--- src/rtl/rf_check_pkg.sv ---
// Shared definitions for the end-of-test register-file checker.
package rf_check_pkg;

   localparam int unsigned XlenDef = 64;
   localparam int unsigned NregDef = 32;

   // Checker sequencing: arm, wait for halt/timeout, scan, drain pipeline, report.
   typedef enum logic [2:0] {
      StIdle  = 3'd0,
      StWait  = 3'd1,
      StScan  = 3'd2,
      StDrain = 3'd3,
      StDone  = 3'd4
   } state_e;

endpackage

--- src/rtl/rf_check_cmp.sv ---
// Stage-1 capture of one register/expected pair plus the retire logic that
// classifies it as pass/fail/skip and latches the first mismatch.
module rf_check_cmp
   import rf_check_pkg::*;
#(
   parameter int unsigned XLEN  = XlenDef,
   parameter int unsigned IDX_W = 5
) (
   input  logic             clk_i,
   input  logic             reset_i,
   input  logic             clear_i,
   input  logic             vld_i,
   input  logic [IDX_W-1:0] idx_i,
   input  logic [XLEN-1:0]  got_i,
   input  logic [XLEN-1:0]  exp_i,
   input  logic             care_i,
   output logic [IDX_W:0]   pass_count_o,
   output logic [IDX_W:0]   fail_count_o,
   output logic [IDX_W:0]   skip_count_o,
   output logic             first_fail_vld_o,
   output logic [IDX_W-1:0] first_fail_idx_o,
   output logic [XLEN-1:0]  first_fail_got_o,
   output logic [XLEN-1:0]  first_fail_exp_o
);

   logic             s1_vld_q;
   logic [IDX_W-1:0] s1_idx_q;
   logic [XLEN-1:0]  s1_got_q;
   logic [XLEN-1:0]  s1_exp_q;
   logic             s1_care_q;

   logic [IDX_W:0]   pass_q, pass_d;
   logic [IDX_W:0]   fail_q, fail_d;
   logic [IDX_W:0]   skip_q, skip_d;
   logic             ff_vld_q, ff_vld_d;
   logic [IDX_W-1:0] ff_idx_q, ff_idx_d;
   logic [XLEN-1:0]  ff_got_q, ff_got_d;
   logic [XLEN-1:0]  ff_exp_q, ff_exp_d;

   // Stage 1: capture the read-port/ROM pair on every edge.
   always_ff @(posedge clk_i or posedge reset_i) begin
      if (reset_i) begin
         s1_vld_q  <= 1'b0;
         s1_idx_q  <= '0;
         s1_got_q  <= '0;
         s1_exp_q  <= '0;
         s1_care_q <= 1'b0;
      end else begin
         s1_vld_q  <= vld_i;
         s1_idx_q  <= idx_i;
         s1_got_q  <= got_i;
         s1_exp_q  <= exp_i;
         s1_care_q <= care_i;
      end
   end

   // Retire: bump one counter per valid entry; only the first fail is latched.
   always_comb begin
      pass_d   = pass_q;
      fail_d   = fail_q;
      skip_d   = skip_q;
      ff_vld_d = ff_vld_q;
      ff_idx_d = ff_idx_q;
      ff_got_d = ff_got_q;
      ff_exp_d = ff_exp_q;
      if (clear_i) begin
         pass_d   = '0;
         fail_d   = '0;
         skip_d   = '0;
         ff_vld_d = 1'b0;
         ff_idx_d = '0;
         ff_got_d = '0;
         ff_exp_d = '0;
      end else if (s1_vld_q) begin
         if (!s1_care_q) begin
            skip_d = skip_q + 1'b1;
         end else if (s1_got_q == s1_exp_q) begin
            pass_d = pass_q + 1'b1;
         end else begin
            fail_d = fail_q + 1'b1;
            if (!ff_vld_q) begin
               ff_vld_d = 1'b1;
               ff_idx_d = s1_idx_q;
               ff_got_d = s1_got_q;
               ff_exp_d = s1_exp_q;
            end
         end
      end
   end

   // Result registers.
   always_ff @(posedge clk_i or posedge reset_i) begin
      if (reset_i) begin
         pass_q   <= '0;
         fail_q   <= '0;
         skip_q   <= '0;
         ff_vld_q <= 1'b0;
         ff_idx_q <= '0;
         ff_got_q <= '0;
         ff_exp_q <= '0;
      end else begin
         pass_q   <= pass_d;
         fail_q   <= fail_d;
         skip_q   <= skip_d;
         ff_vld_q <= ff_vld_d;
         ff_idx_q <= ff_idx_d;
         ff_got_q <= ff_got_d;
         ff_exp_q <= ff_exp_d;
      end
   end

   assign pass_count_o     = pass_q;
   assign fail_count_o     = fail_q;
   assign skip_count_o     = skip_q;
   assign first_fail_vld_o = ff_vld_q;
   assign first_fail_idx_o = ff_idx_q;
   assign first_fail_got_o = ff_got_q;
   assign first_fail_exp_o = ff_exp_q;

endmodule

--- config.mk ---
export PLATFORM = sky130hd
export DESIGN_NAME = rf_check_cmp
export DESIGN_NICKNAME = d
export VERILOG_FILES = /design/src/rtl/rf_check_pkg.sv /design/src/rtl/rf_check_cmp.sv
export SDC_FILE = /design/constraint.sdc
export NUM_CORES = 1
export LEC_CHECK = 0
export CAP_MARGIN = 20
export CORE_MARGIN = 2
export CORE_UTILIZATION = 40
export DETAILED_ROUTE_END_ITERATION = 16
export GPL_TIMING_DRIVEN = 0
export MAX_ROUTING_LAYER = met4
export PLACE_DENSITY = 0.64
export SYNTH_ARGS = -nofsm -noshare
export SYNTH_HDL_FRONTEND = slang
export SYNTH_SLANG_ARGS = --single-unit
export TNS_END_PERCENT = 1
--- constraint.sdc ---
create_clock -name clk_i -period 14.1 [get_ports clk_i]
set_input_delay 1.41 -clock clk_i [delete_from_list [all_inputs] [get_ports clk_i]]
set_output_delay 1.41 -clock clk_i [all_outputs]
set_load 0.005 [all_outputs]
==> results.md, run 1 <==
Pwr:
- The analysis attributes to net switching a power of approximately 0.44 mW.
- The overall power is 1.951 mW.
- The highest ir drop seen on vdd is between 0.07 and 0.08 mV.
- The cell-internal power is ~1.5 mW.
- The part of the power in registers is 45.7%.
- The switching share of total power is approximately 23%.
- The share of total power dissipated in the clock network is 43.7%.
- Power spread over the standard cell area amounts to around 120 mW/mm2.
- The combinational share of power is a little over a tenth.
- In this run the static leakage power is approximately 6.7 nW.

Die:
- The die boundary height is approximately 170 um.
- The number of top-level design ports is 290.
- The core region area is ~0.029 mm2.
- Measured along the x axis, the die boundary spans between 150 and 200 um.
- The die area is 0.03046 mm2.
- The number of standard-cell rows in the floorplan is 62.
- For this configuration, the core starts out at a cell density of about two fifths.

Layout:
- For this run, the post-layout net count is roughly 1400.
- Cells fill ~56% of the core in the end.
- The finished cells cover roughly 0.016 mm2.
- The post-route non-filler standard cell count is between 1500 and 2000.
- The layout overhead on the synthesized area is 39.06%.
- Counting the fill cells in the layout gives about 2400.
- The fraction of layout cells with a size suffix above 1 is 5.609%.

CTS:
- The clock latency of the later-clocked register in the worst-skew pair is roughly 500 ps.
- The CTS clock-pin slew for the worst setup and hold paths is ~50 ps.
- In this run, post-CTS hold repair placed 0 buffers.
- Buffers inserted during clock tree synthesis total 34.
- Post-CTS timing repair inserted 0 buffers for setup.
- The quantity of gates resized following cts is 0.
- Counting along the longest clock path gives a buffer depth of 3.
- The H-tree level count is 2.
- TritonCTS built the clock tree.
- CTS saw 287 sinks.
- The clock tree root driver cell is clkbuf_16.

Logic synthesis:
- After technology mapping, the gate count stands at ~900.
- The post-synthesis sequential area ratio is between 60% and 70%.
- After Yosys synthesis, and, or, nand and nor cells account for approximately 18% of the synthesized area.
- The share of synthesized cell area in full adder, half adder and majority cells is less than 1%.
- The number of unique standard cell types used by synthesis is 31.
- The largest family of logic cells by synthesized area is simple AND/OR/NAND/NOR gates.
- The synthesized netlist devotes 0.8605% of its cell area to compound gates.
- Each instance of the synthesized netlist takes up on average between 10 and 15 um2.
- Synthesis inferred about 290 register bits.
- Measured against the total synthesized area, the mux share comes to around 12%.
- The total number of yosys warnings is 0.
- The cell area that synthesis handed to floorplanning was approximately 0.012 mm2.
- The post-synthesis xor/xnor area fraction is 5.120%.
- Counting every net in the synthesized netlist gives roughly 1000.

STA:
- The final hold slack is slightly above 500 ps.
- The final worst-path cycle share is 23.07%.
- The total count of max-transition violations in the final report is 0.
- Setup repair after global routing left no endpoint under its margin.
- The final number of hold-violating endpoints is 0.
- The number of setup violations in the final report is 0.
- The measured slew at the worst slew-check pin is 777.0 ps.
- The clock period could shrink to 3253 ps.
- The worst-case clock skew is 16.68 ps.
- The timing-limited maximum frequency is a little over 300 MHz.
- The sum of negative setup slack is 0 ps.
- The relative slew slack is roughly half.
- The minimum setup slack in the final design is about 11000 ps.

Critical path:
- The largest individual stage delay along the critical path comes from the cell clkbuf_1.
- The most critical setup path has its startpoint at clear_i.
- The nature of the critical path startpoint is a primary input.
- The delay of the slowest cell on the worst path is 620 ps.
- The cell type with the highest occurrence count on the critical path is clkbuf_1.
- Walking the worst path, the cells encountered are clkdlybuf4s50_1, clkbuf_1, clkbuf_1, buf_1, nor2_1.
- In this run the worst path has a maximum fanout of 10.
- STA puts the critical path data required time at roughly 14000 ps.
- The worst setup path is of the primary input to register kind.
- Data on the critical path arrives at its endpoint at 3610 ps.
- In this run the critical register-to-register path is launched from s1_got_q[30]$_DFF_PP0_.
- The endpoint kind of the worst setup timing path is a register.

Routing:
- The DRC violation count after routing is 0.
- The wire length per cell after detailed routing is 19.83 um.
- The number of nets with antenna violations after routing is 0.
- After detailed routing, the total wire length is about 32 mm.
- The count of vias placed by the detailed router is about 7700.
- Using the TritonRoute via totals, the vias-per-cell ratio works out to approximately 4.7.
- The number of iterations in the first detailed-routing pass is 4.
- The violation count after the first detailed-routing iteration is around 420.

Placed design:
- In this run the tool buffered the top-level ports with around 290 buffer cells.
- OpenSTA, run right after detailed placement, puts the worst setup slack at roughly 10000 ps.
- In this run the cell area measured after placement is between 0.015 and 0.02 mm2.
- The wire-length estimate of the detail-placed layout is roughly 24 mm.
- The final weighted congestion in routability-driven placement is roughly 0.84.
- Including well taps, the total number of placed cells is about 1600.

GRT:
- The number of global-route vias before repair came to 8365.
- The final global-route overflow total is 0.
- The global-route wire length before repair is between 40 and 50 mm.
- The initial antenna violation count is 6.
- Global routing used around 22% of the available tracks.
- The largest net degree at the start of global routing is 130.

Worst hold path:
- The startpoint identified for the worst hold timing path is s1_idx_q[2]$_DFF_PP0_.
- The path category of the worst min-delay check is register to register.

Status:
- The run finished with clean final reports.

Flow run:
- Across the run, the number of max-cap violations was 0.
[worst max-delay path, delay by kind of cell]
kind | cells | cell delay, ps
buffers and inverters | 4 | 2110
and+or+nand+nor | 1 | 100
[state kept, by name, summed over array words and instances, names as in the netlist, 6 cells and up]
register          count
first_fail_exp_o     64
s1_exp_q             64
first_fail_got_o     64
s1_got_q             64
pass_count_o          6
fail_count_o          6
skip_count_o          6
[per-layer routing]
metal | GRT usage (%) | routed length, um | vias up
met5 | - | 0 | -
met4 | 6.563 | 834 | 0
met3 | 5.752 | 2056 | 50
met2 | 34.26 | 15200 | 226
met1 | 29.12 | 14390 | 3801
li1 | - | - | 3611
[placed cells by master (no fill, tap or decap), drive strengths merged, types with 4 or more instances in the layout]
cell type / count
a21oi: 9
buf: 18
clkbuf: 90
clkdlybuf4s50: 289
dfrtp: 287
diode: 6
mux2: 5
mux2i: 134
nand2: 4
nand2b: 267
nand3: 9
nand4: 18
nor2: 13
nor2b: 6
nor3: 4
nor4: 4
o21ai: 6
or3: 4
xnor2: 65
[path summary, 6_finish.rpt]
check                                                         to  slack (ps)  cells past startpoint
worst min-delay path             first_fail_idx_o[2]$_DFFE_PP0P_         510                      2
min in group asynchronous                 s1_exp_q[55]$_DFF_PP0_        1330                      2
worst max register to register  first_fail_got_o[57]$_DFFE_PP0P_       10950                      9
worst max-delay path                 skip_count_o[1]$_DFFE_PP0P_       10850                      5
max in group asynchronous                 s1_got_q[10]$_DFF_PP0_       11790                      3
worst min register to register   first_fail_idx_o[2]$_DFFE_PP0P_         510                      2
[power by group through the flow]
stage               Clock, mW  Sequential (mW)  Combinational, mW
finish                  0.852            0.891              0.208
global route            0.909            0.895              0.227
CTS                     0.872            0.891              0.213
detailed placement          0            0.905              0.212
global placement            0            0.905              0.209
floorplan                   0            0.901             0.0911
[layout make-up]
class / instances / area [um2] / area share, %
plain buffers: 50 / 256.5 / 1.586
diodes: 6 / 15.01 / 0.09282
clock buffers: 56 / 1057 / 6.536
inverters: 1 / 11.26 / 0.06962
well taps: 384 / 480.5 / 2.970
flip-flops and latches: 287 / 7182 / 44.40
clock inverters: 2 / 35.03 / 0.2166
repair buffers: 291 / 2948 / 18.22
multi-input cells: 561 / 4190 / 25.91
[kinds of logic after synthesis]
logic type / after synthesis
AOI/OAI and AO/OA: 18
buffers and inverters: 51
DFF: 287
and+or+nand+nor: 333
adders and majority gates: 3
xor gates and xnor gates: 68
muxes: 139
[Yosys cell counts]
master,n,area share [%]
o21ai_0,6,0.26
xnor2_1,65,4.9
nor2b_1,6,0.32
a21oi_1,9,0.39
buf_1,1,0.032
or4_1,1,0.065
buf_6,8,0.77
ha_1,3,0.32
nand2b_1,267,14
nand4_1,17,0.91
nor4_2,4,0.43
buf_2,7,0.30
nand2_1,4,0.13
o2111ai_1,1,0.075
or3_1,4,0.22
mux2i_1,134,12
a31o_2,1,0.075
nand4_2,1,0.11
and3_1,1,0.054
nand3_1,9,0.39
o31ai_1,1,0.065
and2_1,1,0.054
dfrtp_1,287,62
mux2_2,1,0.097
clkbuf_1,34,1.1
inv_1,1,0.032
xor2_1,3,0.23
nor3_1,4,0.17
nor2_1,13,0.42
and4_1,1,0.075
mux2_1,4,0.39
Note: power is estimated with default switching activity, not from simulation.
==> inputs of run 2 (changes only) <==
- clock period: 14.1 -> 3.3 ns (I/O delays scaled with it)
==> run 2 against run 1 <==
Setup slack got worse by 11000 ps. Register-to-register slack worse by 11000 ps. Utilization about the same. Count of clock-buffer cells in the layout down 9. Routed wire length grew 0.67%. First-iteration DRC count grew 12%. Design area about the same.
==> results.md, run 2 (same netlist as run 1, synthesis figures left out) <==
Placed design:
- At the end of routability-driven placement, the weighted congestion stood at just over 0.8.
- The count of buffers from port buffering is just under 300.
- Detailed placement ended at an HPWL of approximately 24 mm.

STA:
- Headroom to the max-slew limit came out at 50.26%.
- The final number of hold-violating endpoints is 0.
- The final worst-path cycle share is ~94%.
- The total count of max-transition violations in the final report came to 0.
- The worst-case clock skew is 11.78 ps.
- The post-layout minimum cycle time is between 3000 and 4000 ps.
- Setup repair after global routing left no endpoint under its margin.
- Setup violations remaining at the end of the flow were counted as 0.
- In the final timing run, aggregate negative setup slack is 0 ps.
- The timing-limited maximum frequency is around 320 MHz.
- The measured slew at the worst slew-check pin is around 750 ps.

Layout:
- Relative to the synthesized area, the layout overhead comes to 38.95%.
- The end-of-flow core utilization is a little under three fifths.
- The most common cell after layout, fill and taps aside is clkdlybuf4s50_1.
- After the last flow step, the layout net total stands at between 1000 and 1500.
- The fraction of layout cells with a size suffix above 1 is under 10%.
- In the layout the commonest cells are clkdlybuf4s50_1, dfrtp_1, nand2b_1.

Worst hold path:
- The source of the worst hold timing path is exp_i[27].
- Counting instances, the worst hold path has a depth of 1.
- The path category of the worst min-delay check is primary input to register.

GRT:
- Entering global routing, the biggest net connects 44 pins.
- The layer with the highest usage after global routing is met2.
- Global routing used about 22% of the available tracks.
- The initial antenna violation count was 3.
- The first global-routing pass estimated 49.60 mm of wire.
- The global-route met2 utilization is around 35%.
- The number of global-route vias before repair was 8296.
- The routing usage on met1 is 29.43%.
- The met3 usage in global routing is under 10%.
- After global routing the overflow that remains totals 0.

CTS:
- In this run the post-CTS setup repair buffer count came out at 0.
- The quantity of gates resized following cts is 0.
- The CTS clock-pin slew for the worst setup and hold paths is ~60 ps.
- CTS saw 287 sinks.
- In this run the number of H-tree levels came out at 1.
- CTS placed an instance of clkbuf_16 at the clock tree root.
- The number of clock buffers added by TritonCTS is 31.
- TritonCTS built the clock tree.
- The maximum buffer depth of the clock tree is 3.
- For this design, the CTS-stage hold fixing added 0 buffers.
- Clock latency on the worst-skew pair, taken at its later pin, is 550 ps.

Flow run:
- The number of max-cap violations is 0.

Die:
- The floorplan has 62 rows.
- The effective utilization at floorplan is between 40% and 50%.
- The die area is 0.03046 mm2.
- Pin placement for this block handled 290 I/O pins.
- The die is between 150 and 200 um wide.
- After floorplanning, the core was sized to cover ~0.029 mm2.
- Measured along the y axis, the die boundary spans 174.5 um.

Routing:
- Across all layers, the routed design uses approximately 7700 vias.
- The violation count after the first detailed-routing iteration is 471.
- The wire length per cell after detailed routing is ~20 um.
- Dividing the detail-routed via count by the number of cells gives approximately 4.7.
- The DRC violation count after routing is 0.
- The detail route stage leaves a number of antenna-violating nets equal to 0.
- The wire length after detailed routing is roughly 33 mm.
- The number of iterations in the first detailed-routing pass is 4.

Critical path:
- The cell that appears most often on the critical path is buf_6.
- The critical path starts at s1_got_q[30]$_DFF_PP0_.
- The worst register-to-register path has a depth of 9.
- Of all nets on the critical path, the largest fanout is 10.
- STA puts the critical path data required time at 3760 ps.
- The nature of the critical path startpoint is a register.
- On the worst path, the slowest cell contributes a delay of 520 ps.
- The critical path is of the register to register type.
- The worst setup path is captured at a register.
- The critical path goes through xnor2_1, nand4_1, nor4_2, and4_1, nor3_1, clkbuf_1, buf_6, buf_6, mux2i_1.
- For the worst setup path, the data arrival time is approximately 3600 ps.
- The startpoint identified for the worst register-to-register timing path is s1_got_q[30]$_DFF_PP0_.
- The master of the slowest instance on the critical path is xnor2_1.

Pwr:
- Internal power comes to between 6 and 7 mW.
- Of the total power, the clock network draws a little over two fifths.
- The share of total power dissipated in combinational logic is about 11%.
- VDD sags by at most roughly 0.31 mV.
- The part of the power in registers is a little under half.
- For this design the static power due to leakage is roughly 6.7 nW.
- The switching share of total power is between 20% and 30%.
- For this design the total switching power over the nets is around 1.9 mW.
- The total power divided by cell area is between 500 and 600 mW/mm2.

Status:
- The run finished with clean final reports.
run 2: cell types whose count changed in the layout (fill, tap and decap cells not counted), sizes merged:
cell,before,now
diode,6,3
clkinv,1,6
inv,1,0
buf,18,23
clkinvlp,0,1
clkbuf,90,81
run 2: worst max-delay path, delay by kind of cell (launching register included):
| family | cells | cell delay (ps) |
|---|---|---|
| AND/OR/NAND/NOR | 4 | 1170 |
| buffers and inverters | 3 | 730 |
| XOR/XNOR | 1 | 520 |
| flip-flops | 1 | 390 |
| multiplexers | 1 | 190 |
run 2: path summary, 6_finish.rpt:
kind	endpoint	slack (ps)
min in group asynchronous	first_fail_exp_o[48]$_DFFE_PP0P_	250
worst min register to register	first_fail_idx_o[1]$_DFFE_PP0P_	520
worst min-delay path	s1_exp_q[27]$_DFF_PP0_	210
max in group asynchronous	first_fail_exp_o[12]$_DFFE_PP0P_	1930
worst max-delay path	first_fail_exp_o[19]$_DFFE_PP0P_	210
worst max register to register	first_fail_exp_o[19]$_DFFE_PP0P_	210
run 2: layer usage:
layer	vias to the layer above	part of all wire [%]
met4	0	2.8
li1	3595	-
met2	231	46
met3	56	6.4
met1	3779	45
met5	-	0
run 2: through the flow:
step | area (um2) | setup WS, ps | hold slack (ps) | instances | power [mW]
finish | 16160 | 213.7 | 214.9 | 1636 | 8.117
floorplan | 11640 | -835.2 | 361.4 | 899 | 4.240
global placement | 15010 | -2998 | 506.0 | 1572 | 4.764
CTS | 16160 | 191.7 | 188.7 | 1633 | 8.214
detailed placement | 15150 | 197.7 | 516.2 | 1579 | 4.788
global route | 16160 | 92.66 | 195.6 | 1636 | 8.431
run 2: final cells by class:
| class | instances | area (um2) |
|---|---|---|
| multi-input cells | 561 | 4190 |
| well taps | 384 | 480.5 |
| flip-flops and latches | 287 | 7182 |
| inverters | 1 | 7.507 |
| fillers | 2436 | 12540 |
| diodes | 3 | 7.507 |
| clock inverters | 7 | 60.06 |
| repair buffers | 296 | 3033 |
| clock buffers | 47 | 945.9 |
| plain buffers | 50 | 256.5 |
run 2: power groups by stage:
stage                     Sequential, mW  Combinational [mW]  Clock [mW]
final                               3.80               0.908        3.41
after global routing                3.82               0.983        3.63
after CTS                           3.80               0.928        3.48
after detailed placement            3.86               0.924           0
after global placement              3.87               0.896           0
after floorplan                     3.85               0.390           0
==> inputs of run 3 (changes only) <==
- CAP_MARGIN: 20 -> default
- CORE_MARGIN: 2 -> 1
==> run 3 against run 2 <==
Critical path depth is the same. Via count grew 1.3%. Die area shrank 2.3%. Clock skew grew 1.6 ps. Cell count grew 0.31%. Fmax grew 1.0%. Setup slack gained 32 ps. Sequential share of layout area shrank 0.39 points. Total power grew 4.0%. Critical path type unchanged.
==> results.md, run 3 (same netlist as run 1, synthesis figures left out) <==
Critical path:
- The signal on the critical path passes through xnor2_1, nand4_1, nor4_2, and4_1, nor3_1, clkbuf_1, buf_6, buf_6, mux2i_1.
- Among all stages on the critical path, the largest delay is contributed by xnor2_1.
- The signal arrival time at the worst endpoint is between 3000 and 4000 ps.
- The worst register-to-register path begins at s1_got_q[30]$_DFF_PP0_.
- STA classifies the critical path startpoint as a register.
- For flop-to-flop paths, the worst setup slack is roughly 250 ps.
- The worst flop-to-flop path endpoint is first_fail_exp_o[40]$_DFFE_PP0P_.
- For this run, the slowest stage of the critical path takes around 460 ps.
- STA classifies the critical path endpoint as a register.
- The cell type with the highest occurrence count on the critical path is buf_6.
- In this run the worst path has a maximum fanout of 10.
- Measured in cells, the most critical reg-to-reg path has a length of 9.
- The endpoint required time on the critical path is ~3700 ps.
- The critical path in this run is classified as register to register.

Layout:
- The layout overhead on the synthesized area is 40.17%.
- The area of the multi-input gates is around 0.0042 mm2.
- The library cell used most frequently in the layout, excluding fill and tap cells, is clkdlybuf4s50_1.
- The number of nets in the layout is between 1000 and 1500.
- In the layout the commonest cells are clkdlybuf4s50_1, dfrtp_1, nand2b_1.
- In the final layout, flip-flops and latches occupy slightly above 0.007 mm2.
- In the final layout, the share of cells above drive strength 1 is roughly 6.6%.
- Counting the fill cells in the layout gives around 2300.

Routing:
- The wire length after detailed routing is approximately 33 mm.
- The number of nets with antenna violations after routing is 0.
- Across all layers, the routed design uses 7760 vias.
- The violation count after the first detailed-routing iteration is slightly above 400.
- The number of vias per cell is between 4 and 5.
- The wire length per cell after detailed routing is between 20 and 25 um.
- Before antenna repair, the detailed router went through 4 iterations.
- In the routed design, unresolved DRC markers number 0.

STA:
- At the pin with the least slew margin, the transition time is between 800 and 900 ps.
- The clock period could shrink to roughly 3000 ps.
- The sum of negative setup slack is 0 ps.
- Once routing completed, OpenROAD measured the worst setup slack at roughly 250 ps.
- The total count of max-transition violations in the final report is 0.
- The final number of hold-violating endpoints is 0.
- Setup repair after global routing left no endpoint under its margin.
- Setup violations remaining at the end of the flow were counted as 0.
- The relative slew slack is between 40% and 50%.
- The timing-limited maximum frequency is around 330 MHz.
- Of the available clock period, the critical path in the final layout requires between 90 and 100%.
- The tightest hold path in the finished design has a slack of between 200 and 250 ps.
- The worst-case clock skew is 13.37 ps.

Die:
- The number of standard-cell rows in the floorplan is between 60 and 70.
- The die is 172.5 um wide.
- From bottom edge to top edge, the die measures 172.5 um.
- The effective utilization at floorplan is 40.64%.
- The core region area is ~0.029 mm2.
- Pin placement for this block handled a little under 300 I/O pins.
- The die covers 0.02977 mm2.

CTS:
- The clock tree from TritonCTS is built.
- The number of gates resized after CTS was 0.
- The number of sinks driven by the clock tree is about 290.
- The H-tree generated during clock tree synthesis spans 2 levels.
- TritonCTS created 34 clock buffers.
- The clock latency of the later-clocked register in the worst-skew pair is roughly 500 ps.
- The post-cts hold buffer count is 0.
- The number of buffers added for setup after CTS is 0.
- The longest clock path from root to sink contains 3 buffers.
- The root buffer cell chosen for the clock tree is clkbuf_16.
- After clock tree synthesis, the clock-pin slew on the worst setup and hold paths is ~60 ps.

GRT:
- The number of global-route vias before repair is 8291.
- Global routing consumed, on the met2 layer, 35.97% of the routing resources.
- The global routing stage identified its most utilized layer as met2.
- The initial antenna violation count is 4.
- The met3 usage in global routing is 5.057%.
- The global router's overall resource usage is 23.21%.
- The routing usage on met1 is 31.07%.
- The final global-route overflow total is 0.
- The first global-routing pass estimated around 50 mm of wire.
- The largest net degree at the start of global routing is 38.

Flow run:
- The number of max-cap violations is 0.

Pwr:
- For this design the static power due to leakage is 6.753 nW.
- Power spread over the standard cell area amounts to about 520 mW/mm2.
- Power comes to ~8.4 mW.
- IR analysis of the VDD net gives a maximum drop of between 0.3 and 0.4 mV.

Placed design:
- Once detailed placement completed, the half-perimeter wirelength came to around 24 mm.
- Input and output buffers added on the ports amount to ~290.
- Before CTS, the worst setup slack after placement is ~220 ps.
- The final weighted congestion in routability-driven placement is between 0.8 and 0.9.

Worst hold path:
- The worst hold path belongs to the class primary input to async pin.

Status:
- The flow ran to the end, and the final reports show no timing, DRC or antenna violations.
run 3: cell count changes in the layout (fill, tap and decap cells not counted), sizes merged:
cell    delta
clkbuf     +8
clkinv     -3
buf        +1
bufinv     -1
run 3: worst max path at each step:
| stage | start | to | slack (ps) | depth (start not counted) |
|---|---|---|---|---|
| after floorplan | reset_i | fail_count_o[0]$_DFFE_PP0P_ | -840 | 1 |
| after global placement | reset_i | first_fail_got_o[12]$_DFFE_PP0P_ | -3010 | 2 |
| after detailed placement | s1_got_q[30]$_DFF_PP0_ | first_fail_exp_o[42]$_DFFE_PP0P_ | 220 | 9 |
| after CTS | s1_got_q[30]$_DFF_PP0_ | first_fail_exp_o[13]$_DFFE_PP0P_ | 220 | 9 |
| after global routing | s1_got_q[30]$_DFF_PP0_ | first_fail_exp_o[10]$_DFFE_PP0P_ | 80 | 9 |
| final | s1_got_q[30]$_DFF_PP0_ | first_fail_exp_o[40]$_DFFE_PP0P_ | 250 | 9 |
run 3: routing by layer:
layer	routed length, um	share of wire [%]
met1	14830	45
met5	0	0
met3	1945	5.9
met2	15540	47
met4	635	1.9
run 3: worst max-delay path: cells and delay by family (launching register included):
family | cells | cell delay (ps)
AND/OR/NAND/NOR | 4 | 1150
buffers and inverters | 3 | 770
XOR/XNOR | 1 | 460
flip-flops | 1 | 390
multiplexers | 1 | 170
run 3: area by class of cell:
cell class,instances,share of cell area [%]
flip-flops and latches,287,44.05
multi-input cells,561,25.70
repair buffers,297,18.72
clock buffers,55,6.829
well taps,384,2.947
plain buffers,50,1.573
clock inverters,3,0.09208
inverters,1,0.04604
diodes,3,0.04604
run 3: per-stage QoR:
step	instances	util, %	cell area [um2]
after global placement	1572	52.43	15010
after global routing	1641	56.96	16310
after detailed placement	1580	52.99	15170
final	1641	56.96	16310
after floorplan	899	-	11640
after CTS	1638	56.94	16300
run 3: power by group:
group,internal [mW],switching [mW],leakage (nW)
combinational,0.509,0.397,2.54
sequential,3.69,0.120,3.65
clock,2.30,1.43,0.561
